--- src/rtl/fire_link_pkg.sv ---
`default_nettype none
// ============================================================================
// Module      : fire_link_pkg
// Description : Shared definitions for the FPGA-to-ESP32 alert UART link:
//               frame field positions, status bit indices, transmitter
//               state encoding and the frame parity helper.
// Revision    : 1.0 - initial release
// ============================================================================
package fire_link_pkg;

    // Frame byte layout
    localparam int STATUS_LSB = 0;
    localparam int SEQ_LSB    = 3;
    localparam int PAR_BIT    = 7;
    localparam int STATUS_W   = 3;
    localparam int SEQ_W      = 4;

    // Status vector bit indices: {cam, fft, alert}
    localparam int ALERT_BIT  = 0;
    localparam int FFT_BIT    = 1;
    localparam int CAM_BIT    = 2;

    // Transmitter state encoding
    typedef enum logic [1:0] {
        ST_IDLE  = 2'd0,
        ST_START = 2'd1,
        ST_DATA  = 2'd2,
        ST_STOP  = 2'd3
    } tx_state_t;

    // Parity bit that makes the total count of ones in the byte odd
    function automatic logic odd_parity(input logic [6:0] bits);
        return ~(^bits);
    endfunction

endpackage : fire_link_pkg
`default_nettype wire

--- src/rtl/uart_tx_core.sv ---
`default_nettype none
// ============================================================================
// Module      : uart_tx_core
// Description : 8N1 UART serializer. Latches a byte on start while idle and
//               shifts it out LSB first with one start and one stop bit.
// Revision    : 1.0 - initial release
// ============================================================================
module uart_tx_core
    import fire_link_pkg::*;
#(
    parameter int CLKS_PER_BIT = 434
) (
    input  logic       clk,
    input  logic       reset,
    input  logic       start,
    input  logic [7:0] data,
    output logic       tx,
    output logic       busy,
    output logic       done
);

    localparam int                 c_CNT_W    = $clog2(CLKS_PER_BIT);
    localparam logic [c_CNT_W-1:0] c_CNT_LAST = c_CNT_W'(CLKS_PER_BIT - 1);
    localparam logic [c_CNT_W-1:0] c_CNT_PRE  = c_CNT_W'(CLKS_PER_BIT - 2);

    tx_state_t          r_state;
    logic [c_CNT_W-1:0] r_cnt;
    logic [2:0]         r_bit_idx;
    logic [7:0]         r_shift;
    logic               r_tx;
    logic               r_busy;
    logic               r_done;

    // Frame sequencer: bit-period timing, bit counting, shifting and registered line outputs
    always_ff @(posedge clk) begin
        if (reset) begin
            r_state   <= ST_IDLE;
            r_cnt     <= '0;
            r_bit_idx <= '0;
            r_shift   <= '0;
            r_tx      <= 1'b1;
            r_busy    <= 1'b0;
            r_done    <= 1'b0;
        end else begin
            case (r_state)
                ST_IDLE: begin
                    r_tx   <= 1'b1;
                    r_busy <= 1'b0;
                    r_done <= 1'b0;
                    r_cnt  <= '0;
                    if (start) begin
                        r_shift <= data;
                        r_tx    <= 1'b0;
                        r_busy  <= 1'b1;
                        r_state <= ST_START;
                    end
                end
                ST_START: begin
                    if (r_cnt == c_CNT_LAST) begin
                        r_cnt     <= '0;
                        r_bit_idx <= '0;
                        r_tx      <= r_shift[0];
                        r_state   <= ST_DATA;
                    end else begin
                        r_cnt <= r_cnt + c_CNT_W'(1);
                    end
                end
                ST_DATA: begin
                    if (r_cnt == c_CNT_LAST) begin
                        r_cnt <= '0;
                        if (r_bit_idx == 3'd7) begin
                            r_tx    <= 1'b1;
                            r_state <= ST_STOP;
                        end else begin
                            r_bit_idx <= r_bit_idx + 3'd1;
                            r_shift   <= {1'b0, r_shift[7:1]};
                            r_tx      <= r_shift[1];
                        end
                    end else begin
                        r_cnt <= r_cnt + c_CNT_W'(1);
                    end
                end
                ST_STOP: begin
                    // done is registered so it is high during the final stop-bit cycle
                    r_done <= (r_cnt == c_CNT_PRE);
                    if (r_cnt == c_CNT_LAST) begin
                        r_cnt   <= '0;
                        r_busy  <= 1'b0;
                        r_done  <= 1'b0;
                        r_state <= ST_IDLE;
                    end else begin
                        r_cnt <= r_cnt + c_CNT_W'(1);
                    end
                end
                default: r_state <= ST_IDLE;
            endcase
        end
    end

    assign tx   = r_tx;
    assign busy = r_busy;
    assign done = r_done;

endmodule : uart_tx_core
`default_nettype wire

--- src/rtl/alert_uart_tx.sv ---
`default_nettype none
// ============================================================================
// Module      : alert_uart_tx
// Description : Sends fused fire-alert status {cam, fft, alert} to the ESP32
//               as 8N1 frames on every status change and as a periodic
//               heartbeat. Frame = {odd parity, seq[3:0], status[2:0]}.
// Revision    : 1.0 - initial release
// ============================================================================
module alert_uart_tx
    import fire_link_pkg::*;
#(
    parameter int CLK_FREQ_HZ      = 50_000_000,
    parameter int BAUD             = 115_200,
    parameter int HEARTBEAT_CYCLES = 50_000_000,
    parameter int SYNC_STAGES      = 2
) (
    input  logic clk,
    input  logic reset,
    input  logic alert_in,
    input  logic fft_in,
    input  logic cam_in,
    output logic tx,
    output logic busy,
    output logic frame_done
);

    localparam int                c_CLKS_PER_BIT = CLK_FREQ_HZ / BAUD;
    localparam int                c_HB_W         = (HEARTBEAT_CYCLES > 1) ? $clog2(HEARTBEAT_CYCLES) : 1;
    localparam logic [c_HB_W-1:0] c_HB_LAST      = c_HB_W'(HEARTBEAT_CYCLES - 1);

    if (c_CLKS_PER_BIT < 4) begin : g_baud_check
        $error("alert_uart_tx: CLK_FREQ_HZ/BAUD must be at least 4");
    end

    logic [STATUS_W-1:0] w_status_raw;
    logic [STATUS_W-1:0] r_sync [SYNC_STAGES];
    logic [STATUS_W-1:0] w_status_sync;
    logic [STATUS_W-1:0] r_last_sent;
    logic [SEQ_W-1:0]    r_seq;
    logic [c_HB_W-1:0]   r_hb_cnt;
    logic                w_core_busy;
    logic                w_idle;
    logic                w_pending;
    logic                w_launch;
    logic [7:0]          w_frame;

    assign w_status_raw[ALERT_BIT] = alert_in;
    assign w_status_raw[FFT_BIT]   = fft_in;
    assign w_status_raw[CAM_BIT]   = cam_in;

    // Multi-flop synchronizer chain on all three status lines
    always_ff @(posedge clk) begin
        if (reset) begin
            for (int i = 0; i < SYNC_STAGES; i++) begin
                r_sync[i] <= '0;
            end
        end else begin
            r_sync[0] <= w_status_raw;
            for (int i = 1; i < SYNC_STAGES; i++) begin
                r_sync[i] <= r_sync[i-1];
            end
        end
    end

    assign w_status_sync = r_sync[SYNC_STAGES-1];

    // The core's busy flag is low exactly while its FSM sits in IDLE
    assign w_idle    = ~w_core_busy;
    assign w_pending = (w_status_sync != r_last_sent) || (r_hb_cnt == c_HB_LAST);
    assign w_launch  = w_idle & w_pending;

    // Frame assembly from the live synchronized status and current sequence number
    always_comb begin
        w_frame                             = '0;
        w_frame[STATUS_LSB +: STATUS_W]     = w_status_sync;
        w_frame[SEQ_LSB +: SEQ_W]           = r_seq;
        w_frame[PAR_BIT]                    = odd_parity({r_seq, w_status_sync});
    end

    // Launch bookkeeping: last-sent snapshot, sequence number and heartbeat timer
    always_ff @(posedge clk) begin
        if (reset) begin
            r_last_sent <= '0;
            r_seq       <= '0;
            r_hb_cnt    <= '0;
        end else if (w_launch) begin
            r_last_sent <= w_status_sync;
            r_seq       <= r_seq + SEQ_W'(1);
            r_hb_cnt    <= '0;
        end else if (w_idle) begin
            r_hb_cnt    <= r_hb_cnt + c_HB_W'(1);
        end else begin
            r_hb_cnt    <= '0;
        end
    end

    uart_tx_core #(
        .CLKS_PER_BIT (c_CLKS_PER_BIT)
    ) u_core (
        .clk   (clk),
        .reset (reset),
        .start (w_launch),
        .data  (w_frame),
        .tx    (tx),
        .busy  (w_core_busy),
        .done  (frame_done)
    );

    assign busy = w_core_busy;

endmodule : alert_uart_tx
`default_nettype wire

--- config.mk ---
export PLATFORM = sky130hd
export DESIGN_NAME = alert_uart_tx
export DESIGN_NICKNAME = d
export VERILOG_FILES = /design/src/rtl/fire_link_pkg.sv /design/src/rtl/uart_tx_core.sv /design/src/rtl/alert_uart_tx.sv
export SDC_FILE = /design/constraint.sdc
export NUM_CORES = 1
export LEC_CHECK = 0
export BUFFER_PORTS_ARGS = -buffer_cell sky130_fd_sc_hd__buf_4
export CAP_MARGIN = 5
export CORE_ASPECT_RATIO = 1.25
export CORE_MARGIN = 1.5
export CORE_UTILIZATION = 50
export CTS_CLUSTER_DIAMETER = 50
export DETAILED_ROUTE_END_ITERATION = 7
export GPL_TIMING_DRIVEN = 0
export PLACE_DENSITY_LB_ADDON = 0.3
export SLEW_MARGIN = 25
export SYNTH_ARGS = -nofsm -noshare
export SYNTH_HDL_FRONTEND = slang
export SYNTH_SLANG_ARGS = --single-unit
--- constraint.sdc ---
create_clock -name clk -period 3.2 [get_ports clk]
set_input_delay 0.64 -clock clk [delete_from_list [all_inputs] [get_ports clk]]
set_output_delay 0.64 -clock clk [all_outputs]
set_load 0.005 [all_outputs]
# After elaboration in Yosys (flattened, before gate mapping)
# Memory sizes are Yosys's and may differ from the RTL's.
# Cells that the tools add are included.
totals:
  register_bits: 58
  mem_bits_rw: 6
  inputBits: 5
  out_inout_bits: 3
  wordCells: 79
  memories: 1
classes:
  addsub: 4
  eq_ne: 14
  muxes: 31
  bitwise_logic: 5
  reduce_logical: 14
memory_table:
  columns: ["name", "words", "word_bits", "read_ports", "rd_clocked_by_memory_dff", "wr", "line_no", "source"]
  rows:
  - ["r_sync", 2, 3, 2, 0, 2, "alert_uart_tx.sv:36", "logic [STATUS_W-1:0] r_sync [SYNC_STAGES];"]
ops:
  columns: ["op", "count"]
  rows:
  - ["adder 26 x 1 -> 26 bit (second input constant)", 1]
  - ["== test 26 bit (second input constant)", 1]
  - ["2-to-1 mux 8 bit", 3]
  - ["== test 9 bit (second input constant)", 2]
  - ["one-hot mux 9 bit (2 select lines)", 1]
  - ["one-hot mux 8 bit (2 select lines)", 1]
  - ["2-to-1 mux 3 bit", 5]
  - ["2-to-1 mux 1 bit", 10]
  - ["2-to-1 mux 2 bit", 5]
  - ["!= test 2 x 1 -> 1 bit (second input constant)", 5]
  - ["adder 9 x 1 -> 9 bit (second input constant)", 1]
  - ["2-to-1 mux 9 bit", 1]
  - ["one-hot mux 2 bit (4 select lines)", 1]
  - ["AND reduction 4 bit", 2]
  - ["parity 7 bit", 1]
  - ["one-hot mux 3 bit (2 select lines)", 1]
  - ["nonzero test 2 bit", 3]
  - ["OR reduction 3 bit", 2]
  - ["AND reduction 5 bit", 1]
  - ["adder 4 x 1 -> 4 bit (second input constant)", 1]
  - ["== test 2 bit (second input constant)", 2]
  - ["one-hot mux 1 bit (2 select lines)", 2]
  - ["adder 3 x 1 -> 3 bit (second input constant)", 1]
  - ["== test 3 bit (second input constant)", 1]
  - ["12 further kinds", 14]

# Depth between registers and ports, before layout
# Gate-level depths: netlist (run 1).
logic_depth:
  word_depth: 5
  ltp_mapped: 9
  ltp_nobuf: 6

# Hierarchy
# From an unflattened synthesis (run 1), not the netlist that was laid out.
unflattened:
  cells_unflattened: 346
  hier_area_um2: 3259.4
modules_own_cells:
  columns: ["module", "instances", "cells_each", "area_per_inst_um2", "seq_area_each_um2"]
  rows:
  - ["alert_uart_tx", 1, 201, 1913.1, 780.7]
  - ["uart_tx_core", 1, 145, 1346.3, 500.5]

# Least setup slack after synthesis (run 1)
# OpenSTA, ideal clock, no wires.
synth_timing:
  path_kind: "flip-flop to flip-flop"
  start: "register r_hb_cnt[10]"
  end: "register u_core.r_shift[7]"
  setup_ns: 0.123
  arrival_time_ns: 2.272
  t_required_ns: 3.077
  path_slack_ns: 0.805
  stages_incl_launch_ff: 7
  n_path_buf: 1
  synth_period_minus_slack_ns: 2.395
  path_cell_list: "dfxtp_1 -> or4_1 -> or4_4 -> o211ai_2 -> and3_1 -> buf_4 -> mux2_1"
synth_between:
  elab_chain_cells: 5
synth_rtl:
  columns: ["item", "line_no", "source"]
  rows:
  - ["start, declared", "alert_uart_tx.sv:40", "logic [c_HB_W-1:0] r_hb_cnt;"]
  - ["start signal, assigned", "alert_uart_tx.sv:91", "r_hb_cnt <= r_hb_cnt + c_HB_W'(1);"]
  - ["== test 26 bit", "alert_uart_tx.sv:69", "assign w_pending = (w_status_sync != r_last_sent) || (r_hb_cnt == c_HB_LAST);"]
  - ["logical OR 1 bit", "alert_uart_tx.sv:69", null]
  - ["bitwise AND 1 bit", "alert_uart_tx.sv:70", "assign w_launch = w_idle & w_pending;"]
  - ["!= test 2 x 1 -> 1 bit (no line)", null, null]
  - ["AND reduction 4 bit (no line)", null, null]
  - ["end signal, assigned", "uart_tx_core.sv:52", "r_shift <= data;"]
  - ["end signal, assigned", "uart_tx_core.sv:76", "r_shift <= {1'b0, r_shift[7:1]};"]
  - ["end, declared", "uart_tx_core.sv:29", "logic [7:0] r_shift;"]
# No other way between the ends.
# A chain may end at the register's enable or synchronous reset.

# Worst setup path in the final report (run 1)
# Same ends and word-level chain as after synthesis.

==> results.cfg, run 1 <==
[worst_hold_path]
holdCritStartpoint = r_sync[0][2]
hold_class = reg -> reg

[timing]
rsz0062_at_grt = false
finalSetupViolations = 0
slew_violations = 0
slew_headroom_pct = 47.3
clock.fmax_ghz = 0.383
layout_setup_ws_ns = 0.590
skew_ns = 0.00525
tightestPinTransition_ns = 0.784
whs_ns = 0.435
tns_ns = 0
fin_crit_ns = 2.61
hold_violations = 0
fin_crit_sh_pct = 81.6

[clocking]
clk_pin_slew_ns = 0.06
postCtsHoldBufs = 0
clock_path_buffers = 2
h-tree-depth = 3
clk_latency_ns = 0.34
numCtsBuffers = 9
cts_setup_buffers = 0
cts.sinks = 64
cts_tree = yes
cts_root_buf = clkbuf_8
post_cts_resized = 0

[routing]
drc = 0
wl_mm = 5.47
wl_per_cell_um = 13.2
first_pass_iters = 4
via_per_inst = 5.51
ant_nets = 0
drtIter0Drc = 109
vias = 2287

[synth]
yosysWarnings = 0
synth_edf_count = 0
synthCells = 329
synth_nets = 346
seq_area_frac_synth_pct = 43.1
synth_flop_cell = dfxtp_1
ys_ff_latch = 64
syn_avg_cell_area_um2 = 9.04
ys_async_sr_fraction_pct = 0
syn_area_um2 = 2970
ys_types = 40

[global_routing]
grt_overflow = 0
grt_max_degree = 11
antenna_found_initial = 0
grt_pass1_wl_mm = 9.43
first_global_vias = 2116
grtUsageTotal_pct = 19.0

[power_and_ir_drop]
p_per_area_nw_per_um2 = 651
p_int_uw = 1450
switchingPower_uw = 676
vdd_drop_max_uv = 392
combPwrFrac_pct = 26.8
power.leakage_uw = 0.00116
netSwitchingFraction_pct = 31.7
pwr-share-clk_pct = 27.9
seq_power_share_pct = 45.3

[floorplanning]
start_util_pct = 51.4
io-pin-count = 8
rows = 31
fp.dieH_um = 89.2
core-area_um2 = 5780
dieArea_um2 = 6420
die_w_um = 72.0

[finish]
layout.nets = 364
fin_area_um2 = 3270
n_antenna_cell = 0
syn2layout_area_growth_pct = 9.93
drive_gt1_share_pct = 8.02
final_cell_count_no_fill = 415
seqCellArea_um2 = 1280
final.fill_count = 517
layout_commonest_cell = dfxtp_1
multi_input_area_um2 = 1600
final_cell_mix = 64 x dfxtp_1, 50 x nor2_1, 21 x xnor2_1, 17 x xor2_1, 17 x nand2_1

[setup_path]
cp_cell_sequence = or4_1 > or4_4 > o211ai_2 > and3_1 > buf_4 > mux2_1
crit_fanout = 9
crit_type = reg -> reg
r2r-start = r_hb_cnt[10]
crit_path_top_delay_cell = or4_4
cp-startpoint = r_hb_cnt[10]
slowest_delay_ns = 0.56
cp_num_buf_inv = 1
cp-end-kind = flop
start_kind = flop
arrival_ns = 2.84
required_ns = 3.43
critPathTopFamily = simple AND/OR/NAND/NOR gates

[place]
io_buffer_count = 7
place_area_um2 = 3110
place.gp.congestion = 0.783
dpl.cell_count = 402
dp_slack_ns = 0.614
dp_hpwl_mm = 3.90

[status]
status = completed

[flow_run]
maxCapViolCount = 0
==> stage by stage <==
step | utilization [%] | total power (uW)
2_1_floorplan | - | 1410
3_3_place_gp | 53.8 | 1530
3_5_place_dp | 53.8 | 1550
4_1_cts | 56.5 | 2140
5_1_grt | 56.5 | 2250
6_report | 56.5 | 2130
==> sequential cells by signal, summed over array words and instances (netlist names) <==
| name | cells |
|---|---|
| u_core.r_shift | 8 |
| u_core.r_state | 2 |
| r_sync | 6 |
| u_core.r_bit_idx | 3 |
| r_seq | 4 |
| u_core.busy | 1 |
| u_core.done | 1 |
| u_core.tx | 1 |
| r_last_sent | 3 |
| r_hb_cnt | 26 |
| u_core.r_cnt | 9 |
==> final cells by class <==
| type | count | area share [%] |
|---|---|---|
| clock inverters | 1 | 0.153 |
| plain buffers | 12 | 1.80 |
| repair buffers | 7 | 1.61 |
| multi-input cells | 245 | 49.0 |
| well taps | 66 | 2.53 |
| flip-flops and latches | 64 | 39.2 |
| inverters | 8 | 0.919 |
| clock buffers | 12 | 4.75 |
==> cells in the mapped netlist (all sizes together), types with 4 or more instances <==
library cell / count / area share [%]
clkbuf: 7 / 0.88
o21ai: 8 / 1.3
a31oi: 7 / 1.5
nand3: 14 / 2.4
nor3: 6 / 1.0
nand2b: 4 / 0.84
buf: 5 / 1.1
xor2: 17 / 5.0
nor2b: 8 / 1.7
or3: 4 / 0.84
and2: 5 / 1.1
a21oi: 9 / 1.5
inv: 8 / 1.0
nand2: 17 / 2.1
nand4: 9 / 1.9
ha: 12 / 5.1
nor2: 50 / 6.3
dfxtp: 64 / 43
mux2i: 14 / 4.7
and3: 11 / 2.4
xnor2: 21 / 6.2
a211oi: 8 / 2.0
==> final timing paths <==
check,depth (start not counted),slack [ns],end
worst max-delay path,6,0.59,u_core.r_shift[7]
worst min register to register,1,0.43,r_sync[0][5]
worst min-delay path,1,0.43,r_sync[0][5]
worst max register to register,6,0.59,u_core.r_shift[7]
==> power by group through the flow <==
stage / Combinational [uW] / Clock, uW / Sequential [uW]
finish: 571 / 593 / 964
global route: 637 / 636 / 976
CTS: 572 / 609 / 964
detailed placement: 568 / 0 / 979
global placement: 557 / 0 / 977
floorplan: 450 / 0 / 960
==> worst register-to-register path: cells and delay by family, from the launching register on <==
family	cells	cell delay, ns
buffers and inverters	1	0.15
multiplexers	1	0.33
AND/OR/NAND/NOR	3	1.31
flip-flops	1	0.35
AO/OA/AOI/OAI	1	0.36
==> metal layers <==
metal	GRT usage [%]	wire, um
met5	0	0
met4	12.3	191
met3	3.95	167
met2	31.2	2560
met1	22.6	2560
==> cells by family after synthesis <==
kind of cell | after synthesis | share of synthesized area (%)
flops | 64 | 43.1
mux | 16 | 5.47
buf+inv | 20 | 2.99
fa+ha+maj | 12 | 5.05
compound gates | 39 | 8.33
xor+xnor | 38 | 11.2
simple gates | 140 | 23.9
Power figures use the tool's default switching activity.
==> run 2, diff against run 1 <==
==> constraint.sdc (replaced) <==
create_clock -name clk -period 2.3 [get_ports clk]
set_input_delay 0.46 -clock clk [delete_from_list [all_inputs] [get_ports clk]]
set_output_delay 0.46 -clock clk [all_outputs]
set_load 0.005 [all_outputs]
==> results.cfg, run 2 (synthesized netlist as in run 1, its figures left out) <==
[status]
status = completed

[setup_path]
arrival_ns = 2.57
ff2ff_path_depth = 5
rr_endpoint = u_core.busy
crit_type = reg -> reg
r2r_slack_ns = 0.008
required_ns = 2.58
r2r-start = r_hb_cnt[10]
start_kind = flop
cp-end-kind = flop
crit_fanout = 4

[flow_run]
maxCapViolCount = 0

[routing]
first_pass_iters = 4
drtIter0Drc = 144
vias = 2357
wl_per_cell_um = 14.5
ant_nets = 0
wl_mm = 6.12
via_per_inst = 5.59
drc = 0

[global_routing]
grtUsageTotal_pct = 21.0
antenna_found_initial = 0
grt_pass1_wl_mm = 10.5
grt_overflow = 0
first_global_vias = 2297
grt_max_degree = 12

[place]
dp_hpwl_mm = 4.04
io_buffer_count = 7
place.gp.congestion = 0.806
place_area_um2 = 3130
dp_slack_ns = -0.216

[finish]
final_cell_mix = 60 x dfxtp_1, 50 x nor2_1, 21 x xnor2_1, 17 x xor2_1, 16 x nand2_1
top_regs = r_hb_cnt (26), u_core.r_cnt (9), u_core.r_shift (8)
layout_commonest_cell = dfxtp_1
n_antenna_cell = 0
largest_register_ffs = 26
syn2layout_area_growth_pct = 15.0
layout.nets = 368
fin_area_um2 = 3420
largest-register = r_hb_cnt
drive_gt1_share_pct = 13.8

[floorplanning]
fp.dieH_um = 89.2
dieArea_um2 = 6420
rows = 31
io-pin-count = 8
core-area_um2 = 5780
start_util_pct = 51.4
die_w_um = 72.0

[clocking]
postCtsHoldBufs = 0
clk_latency_ns = 0.35
cts.sinks = 64
cts_tree = yes
numCtsBuffers = 9
cts_root_buf = clkbuf_8
h-tree-depth = 3
clk_pin_slew_ns = 0.07
clock_path_buffers = 2

[timing]
fin_crit_sh_pct = 99.7
slew_violations = 0
layout_setup_ws_ns = 0.00781
tightestPinTransition_ns = 0.745
slew_headroom_pct = 49.9
hold_violations = 0
clock.fmax_ghz = 0.436
rsz0062_at_grt = true
finalSetupViolations = 0
fin_crit_ns = 2.29
skew_ns = 0.0126

[power_and_ir_drop]
vdd_drop_max_uv = 512
p_per_area_nw_per_um2 = 982
power.leakage_uw = 0.00123

[worst_hold_path]
hold_class = in -> reg
min_to = r_sync[0][1]
holdCritStartpoint = fft_in
whs_path_depth = 2
-- run 2: changes by cell type in the layout (fill, tap and decap cells not counted), sizes merged --
cell      before  now
buf           12   17
bufinv         0    2
clkbuf        19   17
clkinvlp       0    2
-- run 2: area by class of cell --
class / count / area, um^2
clock buffers: 11 / 141
fillers: 508 / 2360
flip-flops and latches: 64 / 1290
multi-input cells: 245 / 1650
repair buffers: 13 / 95.1
well taps: 66 / 82.6
clock inverters: 5 / 80.1
plain buffers: 10 / 52.6
inverters: 8 / 30.0
-- run 2: how the worst max path moves through the flow --
stage	startpoint	to	slack [ns]	cells after the start
finish	r_hb_cnt[10]	u_core.busy	0.008	5
global route	r_hb_cnt[10]	r_seq[1]	-0.02	6
global placement	r_hb_cnt[18]	u_core.r_shift[7]	-0.19	6
floorplan	r_hb_cnt[18]	u_core.r_shift[7]	-0.05	6
detailed placement	r_hb_cnt[8]	u_core.r_shift[7]	-0.22	6
CTS	r_hb_cnt[10]	u_core.busy	-0.03	5
-- run 2: stage by stage --
stage	cells	hold WS (ns)	total power [uW]	TNS [ns]	util (%)
2_1_floorplan	329	0.414	2010	-0.0542	-
3_3_place_gp	402	0.417	2180	-3.07	54.2
3_5_place_dp	402	0.430	2210	-3.33	54.2
4_1_cts	421	0.319	3290	-0.0668	58.7
5_1_grt	422	0.324	3530	-0.0301	59.2
6_report	422	0.322	3360	0	59.2
-- run 2: per-layer routing --
layer | wire (um) | global-route usage, % | part of all wire (%) | up-vias
li1 | - | - | - | 1184
met1 | 2770 | 24.6 | 45 | 1122
met2 | 3010 | 35.8 | 49 | 34
met3 | 200 | 5.98 | 3.3 | 17
met4 | 145 | 9.43 | 2.4 | 0
met5 | 0 | 0 | 0 | -
-- run 2: worst max-delay path, cell delays in order, from the launching register on --
cell	delay, ns
dfxtp_2	0.32
or4_4	0.52
or4_4	0.53
o21a_4	0.24
or4b_4	0.47
a21oi_1	0.14
-- run 2: where the power goes --
part	leakage [uW]	switching (uW)	internal, uW	total [uW]
Clock	0.000106	453	638	1090
Sequential	0.000522	101	1240	1340
Combinational	0.000597	491	435	925
Total	0.00123	1050	2310	3360
-- run 2: timing repair --
item                       CTS  global route
resized for setup            8             4
setup endpoints to repair   34            32
gates cloned                 1             0
buffers inserted             3             2
pin swaps                    9             4
